--- src/rtl/decoder_nto2n_seq.sv ---
// ---------------------------------------------------------------------------
// decoder_nto2n_seq
//
// Registered N-to-2^N line decoder with two operating modes:
//   decode (mode=0): a selector taken over a valid/ready handshake drives a
//                    one-hot output that holds until the next accept.
//   scan   (mode=1): the one-hot output walks across all lines, holding each
//                    line for SCAN_DIV enabled cycles (row/digit strobing).
//
// Ports:
//   clk         clock, all state updates on the rising edge
//   rst_n       synchronous active-low reset (wins over en)
//   en          clock enable; 0 freezes every register
//   mode        0 = decode, 1 = scan
//   sel         selector value (N bits)
//   sel_valid   sel is valid this cycle
//   sel_ready   block accepts sel this cycle (en & ~mode)
//   dout        decoded lines, inverted when ACTIVE_LOW=1
//   dout_valid  dout holds a decoded or scan value
//   err         last accepted sel was >= NUM_OUT
//   scan_idx    index of the active line while scanning
// ---------------------------------------------------------------------------
module decoder_nto2n_seq #(
   parameter int N          = 2,
   parameter int NUM_OUT    = 4,
   parameter int SCAN_DIV   = 4,
   parameter int ACTIVE_LOW = 0
) (
   input  logic               clk,
   input  logic               rst_n,
   input  logic               en,
   input  logic               mode,
   input  logic [N-1:0]       sel,
   input  logic               sel_valid,
   output logic               sel_ready,
   output logic [NUM_OUT-1:0] dout,
   output logic               dout_valid,
   output logic               err,
   output logic [N-1:0]       scan_idx
);

   localparam int                DIV_W    = (SCAN_DIV > 1) ? $clog2(SCAN_DIV) : 1;
   localparam logic [DIV_W-1:0]  DIV_LAST = DIV_W'(SCAN_DIV - 1);
   localparam logic [N-1:0]      IDX_LAST = N'(NUM_OUT - 1);

   typedef enum logic [1:0] {
      IDLE   = 2'd0,
      DECODE = 2'd1,
      SCAN   = 2'd2
   } state_t;

   // One-hot of idx over the NUM_OUT implemented lines; indices at or beyond
   // NUM_OUT produce all zeros.
   function automatic logic [NUM_OUT-1:0] f_onehot(input logic [N-1:0] idx);
      logic [NUM_OUT-1:0] v;
      v = '0;
      for (int i = 0; i < NUM_OUT; i++) begin
         v[i] = ({1'b0, idx} == (N+1)'(i));
      end
      return v;
   endfunction

   // Widened by one bit so NUM_OUT == 2**N is representable.
   function automatic logic f_in_range(input logic [N-1:0] s);
      return ({1'b0, s} < (N+1)'(NUM_OUT));
   endfunction

   state_t             r_state,   w_state_nxt;
   logic [NUM_OUT-1:0] r_oh,      w_oh_nxt;
   logic               r_vld,     w_vld_nxt;
   logic               r_err,     w_err_nxt;
   logic [N-1:0]       r_idx,     w_idx_nxt;
   logic [DIV_W-1:0]   r_div,     w_div_nxt;
   logic               w_accept;
   logic [N-1:0]       w_idx_step;

   assign sel_ready  = en & ~mode;
   assign w_accept   = sel_valid & sel_ready;
   assign w_idx_step = (r_idx == IDX_LAST) ? '0 : r_idx + N'(1);

   always_comb begin
      w_state_nxt = r_state;
      w_oh_nxt    = r_oh;
      w_vld_nxt   = r_vld;
      w_err_nxt   = r_err;
      w_idx_nxt   = r_idx;
      w_div_nxt   = r_div;
      if (en) begin
         if (mode) begin
            if (r_state != SCAN) begin
               w_state_nxt = SCAN;
               w_idx_nxt   = '0;
               w_div_nxt   = '0;
               w_oh_nxt    = f_onehot('0);
               w_vld_nxt   = 1'b1;
               w_err_nxt   = 1'b0;
            end else if (r_div == DIV_LAST) begin
               w_div_nxt = '0;
               w_idx_nxt = w_idx_step;
               w_oh_nxt  = f_onehot(w_idx_step);
            end else begin
               w_div_nxt = r_div + DIV_W'(1);
            end
         end else if (w_accept) begin
            // An accept also wins over the scan-exit clear.
            w_state_nxt = DECODE;
            w_vld_nxt   = 1'b1;
            w_oh_nxt    = f_onehot(sel);
            w_err_nxt   = ~f_in_range(sel);
         end else if (r_state == SCAN) begin
            // scan_idx deliberately keeps its last scan value.
            w_state_nxt = IDLE;
            w_oh_nxt    = '0;
            w_vld_nxt   = 1'b0;
            w_err_nxt   = 1'b0;
         end
      end
   end

   always_ff @(posedge clk) begin
      if (!rst_n) begin
         r_state <= IDLE;
         r_oh    <= '0;
         r_vld   <= 1'b0;
         r_err   <= 1'b0;
         r_idx   <= '0;
         r_div   <= '0;
      end else begin
         r_state <= w_state_nxt;
         r_oh    <= w_oh_nxt;
         r_vld   <= w_vld_nxt;
         r_err   <= w_err_nxt;
         r_idx   <= w_idx_nxt;
         r_div   <= w_div_nxt;
      end
   end

   // Polarity is applied to the registered one-hot only, so sel never reaches
   // dout combinationally.
   assign dout       = (ACTIVE_LOW != 0) ? ~r_oh : r_oh;
   assign dout_valid = r_vld;
   assign err        = r_err;
   assign scan_idx   = r_idx;

endmodule

--- config.mk ---
export PLATFORM = sky130hd
export DESIGN_NAME = decoder_nto2n_seq
export DESIGN_NICKNAME = d
export VERILOG_FILES = /design/src/rtl/decoder_nto2n_seq.sv
export SDC_FILE = /design/constraint.sdc
export NUM_CORES = 1
export LEC_CHECK = 0
export BUFFER_PORTS_ARGS = -buffer_cell sky130_fd_sc_hd__buf_2
export CAP_MARGIN = 25
export CORE_AREA = 2 2 39 41
export DETAILED_ROUTE_END_ITERATION = 8
export DIE_AREA = 0 0 41 43
export PLACE_DENSITY = 0.71
export SYNTH_ARGS = -nofsm -noshare
export SYNTH_HDL_FRONTEND = slang
export SYNTH_SLANG_ARGS = --single-unit
--- constraint.sdc ---
create_clock -name clk -period 1.81 [get_ports clk]
set_input_delay 0.181 -clock clk [delete_from_list [all_inputs] [get_ports clk]]
set_output_delay 0.181 -clock clk [all_outputs]
set_load 0.1 [all_outputs]
Word-level counts from Yosys, hierarchy flattened
Index checks and enable logic that the tools add are counted.

storage, ports and cells
  bits in registers = 12
  logic and storage cells = 52

cells by class
  bitwise gates (word level) = 3
  reduce and logical (&&, ||, !) cells = 8
  equal/unequal tests = 12
  muxes and demuxes = 21
  add/sub/neg operators = 2

operators with widths
  cell                                                              number
  4-bit 2-to-1 mux                                                  5
  2-bit 2-to-1 mux                                                  9
  2-bit == test (second input constant)                             7
  3-bit AND reduction                                               3
  1-bit 2-to-1 mux                                                  7
  2-bit by 1-bit adder with 2-bit output (second input constant)    2
  2-bit by 1-bit == test with 1-bit output (second input constant)  2
  2-bit logical NOT                                                 2
  3-bit by 1-bit != test with 1-bit output (second input constant)  1
  3-bit nonzero test                                                1
  1-bit AND                                                         2
  2-bit by 1-bit != test with 1-bit output (second input constant)  1
  2-bit != test (second input constant)                             1
  2-bit AND reduction                                               1
  2-bit nonzero test                                                1
  1-bit NOT                                                         1

Longest topological paths before layout
Gate-level depths: netlist (run 1).

  depth after elaboration = 6
  mapped depth = 5
  depth with buffers taken out = 5

Worst setup path before layout (run 1)
No wires, ideal clock.

  path kind = in2out
  from = in en
  to = out sel_ready
  data required time = 1.629 ns
  path slack = -0.076 ns
  stages on the path = 2
  arrival time = 1.705 ns
  path buffers = 1
  cell sequence = clkbuf_2 nor2b_1

between the ends
  cells in the longest elaborated chain, start to end = 1

ends and longest elaborated chain
  element      RTL line  source
  from (decl)  31        input logic en,
  1-bit AND    77        assign sel_ready = en & ~mode;
  to (decl)    35        output logic sel_ready,

No other way between the ends.

Final worst setup path (run 1)
  from = reg r_div[0]
  to = reg r_oh[0], in the netlist dout[0]

between the ends
  cells in the longest elaborated chain, start to end = 3

ends and longest elaborated chain
  element                                             RTL line  source
  from (decl)                                         73        logic [DIV_W-1:0] r_div, w_div_nxt;
  from (signal assigned)                              134       r_div <= w_div_nxt;
  2-bit == test                                       97        end else if (r_div == DIV_LAST) begin
  3-bit by 1-bit != test with 1-bit output (no line)  n/a
  3-bit AND reduction (no line)                       n/a
  to (signal assigned)                                130       r_oh <= w_oh_nxt;
  to (decl)                                           69        logic [NUM_OUT-1:0] r_oh, w_oh_nxt;

No other way between the ends.
A chain may end at the register's enable or synchronous reset.

==> flow_summary.toml, run 1 <==
[outcome]
status = "finished clean"

[floorplan]
core-area_um2 = 1384
die_area_um2 = 1763
die_height_um = 43
pin_count = 16
placement_rows = 14
floorplan.initialDensity = 0.4439
die_x_um = 41

[logic_synthesis]
synth.top_cells.by_area = "sky130_fd_sc_hd__dfxtp_1, sky130_fd_sc_hd__ha_1, sky130_fd_sc_hd__a32oi_1"
synth-seq-area-share = 0.3585
synth.net_count = 82
synth.top_cell.area_share = 0.3585
post_synth_fa_ha_maj_area_fraction = 0.1018
postSynthAreaPerCell_um2 = 8.776
synthXorXnorAreaFrac = 0
post_synthesis_cells = 70
netlist_area_pre_place_um2 = 614.3
async_flop_share = 0
synth_top_cell_by_area = "sky130_fd_sc_hd__dfxtp_1"
synth_common_cells = "sky130_fd_sc_hd__dfxtp_1, sky130_fd_sc_hd__nor2_1, sky130_fd_sc_hd__nand2_1, sky130_fd_sc_hd__a32oi_1, sky130_fd_sc_hd__ha_1"
multiplexer_fraction_of_the_synthesized_cell_area = 0
synth_top_family_by_area = "simple AND/OR/NAND/NOR gates"
synth_seq_cells = 11
synth_edf_count = 0
ys_warn_count = 0
synth_simple_gate_area_share = 0.2424
post_synth_num_cell_types = 26
yosys_most_used_dff = "sky130_fd_sc_hd__dfxtp_1"
synth-compound-area-share = 0.2281

[critical_path]
endpoint_kind = "register"
cp.arrival_ns = 1.52
worstPathRequired_ns = 2.01
critical_path.max_fanout = 8
r2r_slack_ns = 0.48
cp-start-kind = "register"
crit_type = "reg2reg"

[clock_tree]
clock_slew_at_reported_path_ffs_ns = 0.06
hold_fix_buffers_at_cts = 0
max-clock-path-buffers = 2
number_of_clock_buffers_inserted_by_tritoncts = 3
cts_tree = "yes"
htreeDepth = 1
clockRootBuffer = "sky130_fd_sc_hd__clkbuf_4"
clock_latency_on_the_worst_skew_pair_ns = 0.27
postCtsResizedCells = 0
post_cts.repair.setup_buffers = 0
cts_num_sinks = 11

[finish]
fillCellCount = 140
insertedDiodeCount = 0
nets = 98
stdcell_count = 101
postLayoutCoreUtil = 0.5163
drive_gt1_frac = 0.2824
area_growth_syn_to_layout_pct = 16.29
postLayoutCellArea_um2 = 714.4

[power]
leakagePower_uw = 0.0003054
irDropWorstVdd_mv = 0.3982
power_density_nw_per_um2 = 803.8

[timing]
finalHoldViolations = 0
fin_setup_tns_ns = 0
final_period_minus_worst_setup_slack_ns = 1.326
layout_worst_path_cycle_share = 0.7328
report.final.setup_viol = 0
slew_violations = 0
rsz_0062_raised_after_global_routing = "no"
max_freq_mhz = 753.9
finClkSkew_ns = 0.001319

[route]
first_iter_violations = 2
routed_wl_um = 1145
drc = 0
dr.pass1.iters = 2
final_antenna_net_count = 0
detail_route.vias_per_cell = 5.406
routed-via-count = 546
wl_per_cell_um = 11.34

[global_route]
grt_antenna_before_repair = 0
global_route.usage.met3 = 0.06283
grt_pass1_vias = 451
global_route_wire_length_before_repair_um = 1794
groute.layer.met2.usage = 0.2219
overflow_left_after_global_routing = 0
grtUsageMet1 = 0.1726
globalRouteTotalUtil = 0.1492
grt_max_degree = 13
grt_busiest_layer = "met2"

[placed_design]
area_after_detailed_placement_um2 = 688.2
io_buffer_count = 14
globalplace.congestion = 0.6689
place_inst = 97
dp_hpwl_um = 881.6

[flow_run]
reported_max_cap_violation_count = 0

[hold_path]
min-delay-path-class = "in2reg"
==> layer usage <==
metal  up-vias  share of wire  wire, um
met4         0          0.015        17
li1        280              -         -
met2        14           0.47       537
met5         -              0         0
met1       249           0.45       516
met3         3          0.065        74
==> worst paths after layout <==
check / start / end / cells after the start
setup / recovery: r_div[0] / dout[0] / 5
hold / removal: rst_n / r_state[0] / 3
setup reg to reg: r_div[0] / dout[0] / 5
hold reg to reg: r_state[1] / r_state[1] / 2
==> critical path: stages (launching register included) <==
cell                        delay (ns)
sky130_fd_sc_hd__dfxtp_1          0.32
sky130_fd_sc_hd__ha_1             0.25
sky130_fd_sc_hd__nand4bb_1        0.22
sky130_fd_sc_hd__o311a_4          0.18
sky130_fd_sc_hd__and3_1           0.16
sky130_fd_sc_hd__nor3_2           0.13
==> state kept, by name (all words and copies together), names as in the netlist <==
signal	flops
dout	4
dout_valid	1
r_div	2
r_state	2
scan_idx	2
==> metrics by stage <==
| step | power, uW | hold WS (ns) | setup WS, ns |
|---|---|---|---|
| global placement | 416.1 | 0.4135 | 0.5154 |
| detailed placement | 418.6 | 0.4171 | 0.4893 |
| CTS | 583.1 | 0.1285 | 0.4735 |
| global route | 606.7 | 0.1454 | 0.3505 |
| floorplan | 394.5 | 0.2948 | 0.03232 |
| finish | 574.3 | 0.1366 | 0.4836 |
==> power by group <==
group | total (uW) | internal, uW | switching (uW)
registers | 261 | 254 | 7.17
logic | 151 | 32.4 | 119
clock network | 162 | 85.4 | 76.8
total | 574 | 372 | 203
==> cell usage in the layout (no fill, tap or decap), drive strengths merged <==
cell type  synthesis  final
a21oi              4      4
clkbuf             1      4
clkinv             1      1
a32oi              5      5
nor2b              2      2
a22oi              1      1
nor4               1      1
nor2              11     11
and3               1      1
a211oi             4      4
and4bb             1      1
or2b               1      1
nand2              6      6
conb               1      1
and4b              1      1
o21ai              2      2
buf                2     14
o311a              1      1
ha                 5      5
dfxtp             11     11
nor3               2      2
nand4bb            1      1
inv                4      4
o21bai             1      1
==> kinds of logic (layout without fill, tap and decap cells) <==
logic type	after synthesis	after routing
DFF	11	11
AOI/OAI and AO/OA	18	18
adders and majority gates	5	5
and+or+nand+nor	27	27
other	1	1
buffers and inverters	8	23
==> layout make-up <==
class                   count  area [um2]  share of cell area
multi-input cells          51       357.8              0.5009
well taps                  16       20.02             0.02802
inverters                   5       18.77             0.02627
repair buffers             14       70.07             0.09807
clock buffers               4       26.28             0.03678
flip-flops and latches     11       221.5              0.3100
(Power assumes the default switching activity.)
==> run 2: changes to the inputs <==
--- a/config.mk
+++ b/config.mk
@@ -5,12 +5,13 @@
 export SDC_FILE = /design/constraint.sdc
 export NUM_CORES = 1
 export LEC_CHECK = 0
+export ABC_AREA = 1
 export BUFFER_PORTS_ARGS = -buffer_cell sky130_fd_sc_hd__buf_2
 export CAP_MARGIN = 25
-export CORE_AREA = 2 2 39 41
+export CORE_MARGIN = 2
+export CORE_UTILIZATION = 46
 export DETAILED_ROUTE_END_ITERATION = 8
-export DIE_AREA = 0 0 41 43
-export PLACE_DENSITY = 0.71
+export PLACE_DENSITY = 0.72
 export SYNTH_ARGS = -nofsm -noshare
 export SYNTH_HDL_FRONTEND = slang
 export SYNTH_SLANG_ARGS = --single-unit
==> constraint.sdc (replaced) <==
create_clock -name clk -period 1.1 [get_ports clk]
set_input_delay 0.11 -clock clk [delete_from_list [all_inputs] [get_ports clk]]
set_output_delay 0.11 -clock clk [all_outputs]
set_load 0.1 [all_outputs]
==> flow_summary.toml, run 2 <==
[power]
power_density_nw_per_um2 = 1133
irDropWorstVdd_mv = 0.7243
leakagePower_uw = 0.0004850
report.power.total_uw = 1164

[critical_path]
critical-path-top-cell-by-count = "sky130_fd_sc_hd__nor2_1"
cp.arrival_ns = 1.34
crit_chain = "ha_2 -> inv_2 -> nand3_4 -> a21oi_4 -> nor2_1 -> nor2_1"
worstPathRequired_ns = 1.31
cp-start-kind = "register"
crit_type = "reg2reg"
crit_path_top_delay_cell = "sky130_fd_sc_hd__dfxtp_2"
worst_path_largest_cell_delay_ns = 0.33
worst_path_dominant_cell_family = "flip-flops"
critical_path.max_fanout = 4
endpoint_kind = "register"
total_buffers_and_inverters_traversed_by_the_critical_path = 1

[floorplan]
die_area_um2 = 1843
floorplan.initialDensity = 0.4793
placement_rows = 14
core-area_um2 = 1454
die_x_um = 42.93
die_height_um = 42.93
pin_count = 16

[logic_synthesis]
async_flop_share = 0
synth.net_count = 115
post_synth_num_cell_types = 24
post-synth-top-count-cell = "sky130_fd_sc_hd__nand2_1"
synth_top_cell_by_area = "sky130_fd_sc_hd__dfxtp_1"
synth_edf_count = 0
synth.top_cell.area_share = 0.3160
postSynthAreaPerCell_um2 = 6.766
ys_warn_count = 0
post_synthesis_cells = 103
synth-seq-area-share = 0.3160
netlist_area_pre_place_um2 = 696.9
synth_seq_cells = 11
synth.top_cells.by_area = "sky130_fd_sc_hd__dfxtp_1, sky130_fd_sc_hd__nand2_1, sky130_fd_sc_hd__ha_1"
yosys_most_used_dff = "sky130_fd_sc_hd__dfxtp_1"
synth_common_cells = "sky130_fd_sc_hd__nand2_1, sky130_fd_sc_hd__inv_1, sky130_fd_sc_hd__nor2_1, sky130_fd_sc_hd__dfxtp_1, sky130_fd_sc_hd__nand3_1"

[flow_run]
reported_max_cap_violation_count = 0

[finish]
nets = 133
area_growth_syn_to_layout_pct = 47.40
leading_cell_type_in_the_layout_fill_and_taps_excluded = "sky130_fd_sc_hd__nand2_1"
drive_gt1_frac = 0.5000
fillCellCount = 115
commonest_non_fill_non_tap_cells_in_the_layout = "sky130_fd_sc_hd__nand2_1, sky130_fd_sc_hd__inv_1, sky130_fd_sc_hd__nor2_1"
largest_reg_flops = 4
insertedDiodeCount = 0

[timing]
fin_setup_tns_ns = -0.03988
final_period_minus_worst_setup_slack_ns = 1.125
layout_worst_path_cycle_share = 1.023
finalHoldViolations = 0
rsz_0062_raised_after_global_routing = "yes"
max_freq_mhz = 888.6
finClkSkew_ns = 0.001162
report.final.setup_viol = 3
slew_violations = 0
worst_slack_ns = -0.02541

[route]
routed_wl_um = 1567
routed-via-count = 693
detail_route.vias_per_cell = 5.096
first_iter_violations = 5
dr.pass1.iters = 4
final_antenna_net_count = 0
wl_per_cell_um = 11.52
drc = 0

[clock_tree]
clock_latency_on_the_worst_skew_pair_ns = 0.28
clockRootBuffer = "sky130_fd_sc_hd__clkbuf_4"
htreeDepth = 1
max-clock-path-buffers = 2
hold_fix_buffers_at_cts = 0
clock_slew_at_reported_path_ffs_ns = 0.07
number_of_clock_buffers_inserted_by_tritoncts = 3
cts_num_sinks = 11
cts_tree = "yes"

[global_route]
globalRouteTotalUtil = 0.1905
grt_antenna_before_repair = 0
grt_max_degree = 10
overflow_left_after_global_routing = 0
global_route_wire_length_before_repair_um = 2608
grt_pass1_vias = 649

[placed_design]
io_buffer_count = 14
dp_hpwl_um = 1109
globalplace.congestion = 0.8086

[outcome]
failing_checks = "negative setup slack"
status = "finished, violations left"

[hold_path]
min-delay-path-class = "in2reg"
run 2: cell count changes in the layout (fill, tap and decap cells not counted), sizes merged, moves of 3 or more:
cell,previous run,this run
a211oi,4,0
a32oi,5,0
inv,4,19
nand2,6,24
nand3,0,9
nand4,0,3
nor2,11,14
run 2: path summary, 6_finish.rpt:
check	from	endpoint	slack, ns	cells after the start
max	r_div[0]	dout[3]	-0.03	6
min	rst_n	dout[2]	0.15	3
max reg2reg	r_div[0]	dout[3]	-0.03	6
min reg2reg	dout_valid	dout_valid	0.49	2
run 2: stage by stage:
stage,hold slack [ns],worst slack [ns],utilization,area [um2],cells
floorplan,0.3039,-0.05265,-,752.0,103
global placement,0.4158,-0.02074,0.6394,929.6,130
detailed placement,0.4235,-0.03999,0.6394,929.6,130
CTS,0.1312,0.009454,0.6781,985.9,134
global route,0.1580,-0.07546,0.7065,1027,136
finish,0.1485,-0.02541,0.7065,1027,136
run 2: metal layers:
metal | track usage | wire (um) | vias to the layer above
met2 | 0.3364 | 850 | 16
li1 | - | - | 356
met3 | 0.06383 | 79 | 5
met4 | 0.07500 | 27 | 0
met5 | 0 | 0 | -
met1 | 0.2057 | 609 | 316
run 2: logic make-up after synthesis:
logic type | synth area share
flops | 0.3160
buf+inv | 0.1364
simple gates | 0.3591
compound gates | 0.08080
xor+xnor | 0.01257
other cells | 0.005381
fa+ha+maj | 0.08977
run 2: worst register-to-register path, cell delays in order, from the launching register on:
cell and delay, ns:
sky130_fd_sc_hd__dfxtp_2 0.33, sky130_fd_sc_hd__ha_2 0.17, sky130_fd_sc_hd__inv_2 0.06, sky130_fd_sc_hd__nand3_4 0.11, sky130_fd_sc_hd__a21oi_4 0.23, sky130_fd_sc_hd__nor2_1 0.07
sky130_fd_sc_hd__nor2_1 0.09
run 2: report_power, final:
group,switching (uW),internal [uW],leakage (uW)
clock network,143,141,0.0000150
registers,28.4,425,0.0000948
logic,279,148,0.000375
run 2: layout make-up:
cell class                 count  area [um2]  area share
clock buffer                   4       26.28     0.02558
inverter                      19       73.82     0.07186
sequential                    11       237.7      0.2314
multi-input combinational     70       464.2      0.4519
tap                           16       20.02     0.01949
timing repair buffer          16       205.2      0.1998
run 2: timing repair:
| action | 4_1_cts | 5_1_grt |
|---|---|---|
| hold endpoints to repair | 0 | 0 |
| pin swaps | 2 | 6 |
| resized for setup | 9 | 10 |
| setup buffers | 0 | 2 |
| setup endpoints to repair | 6 | 7 |
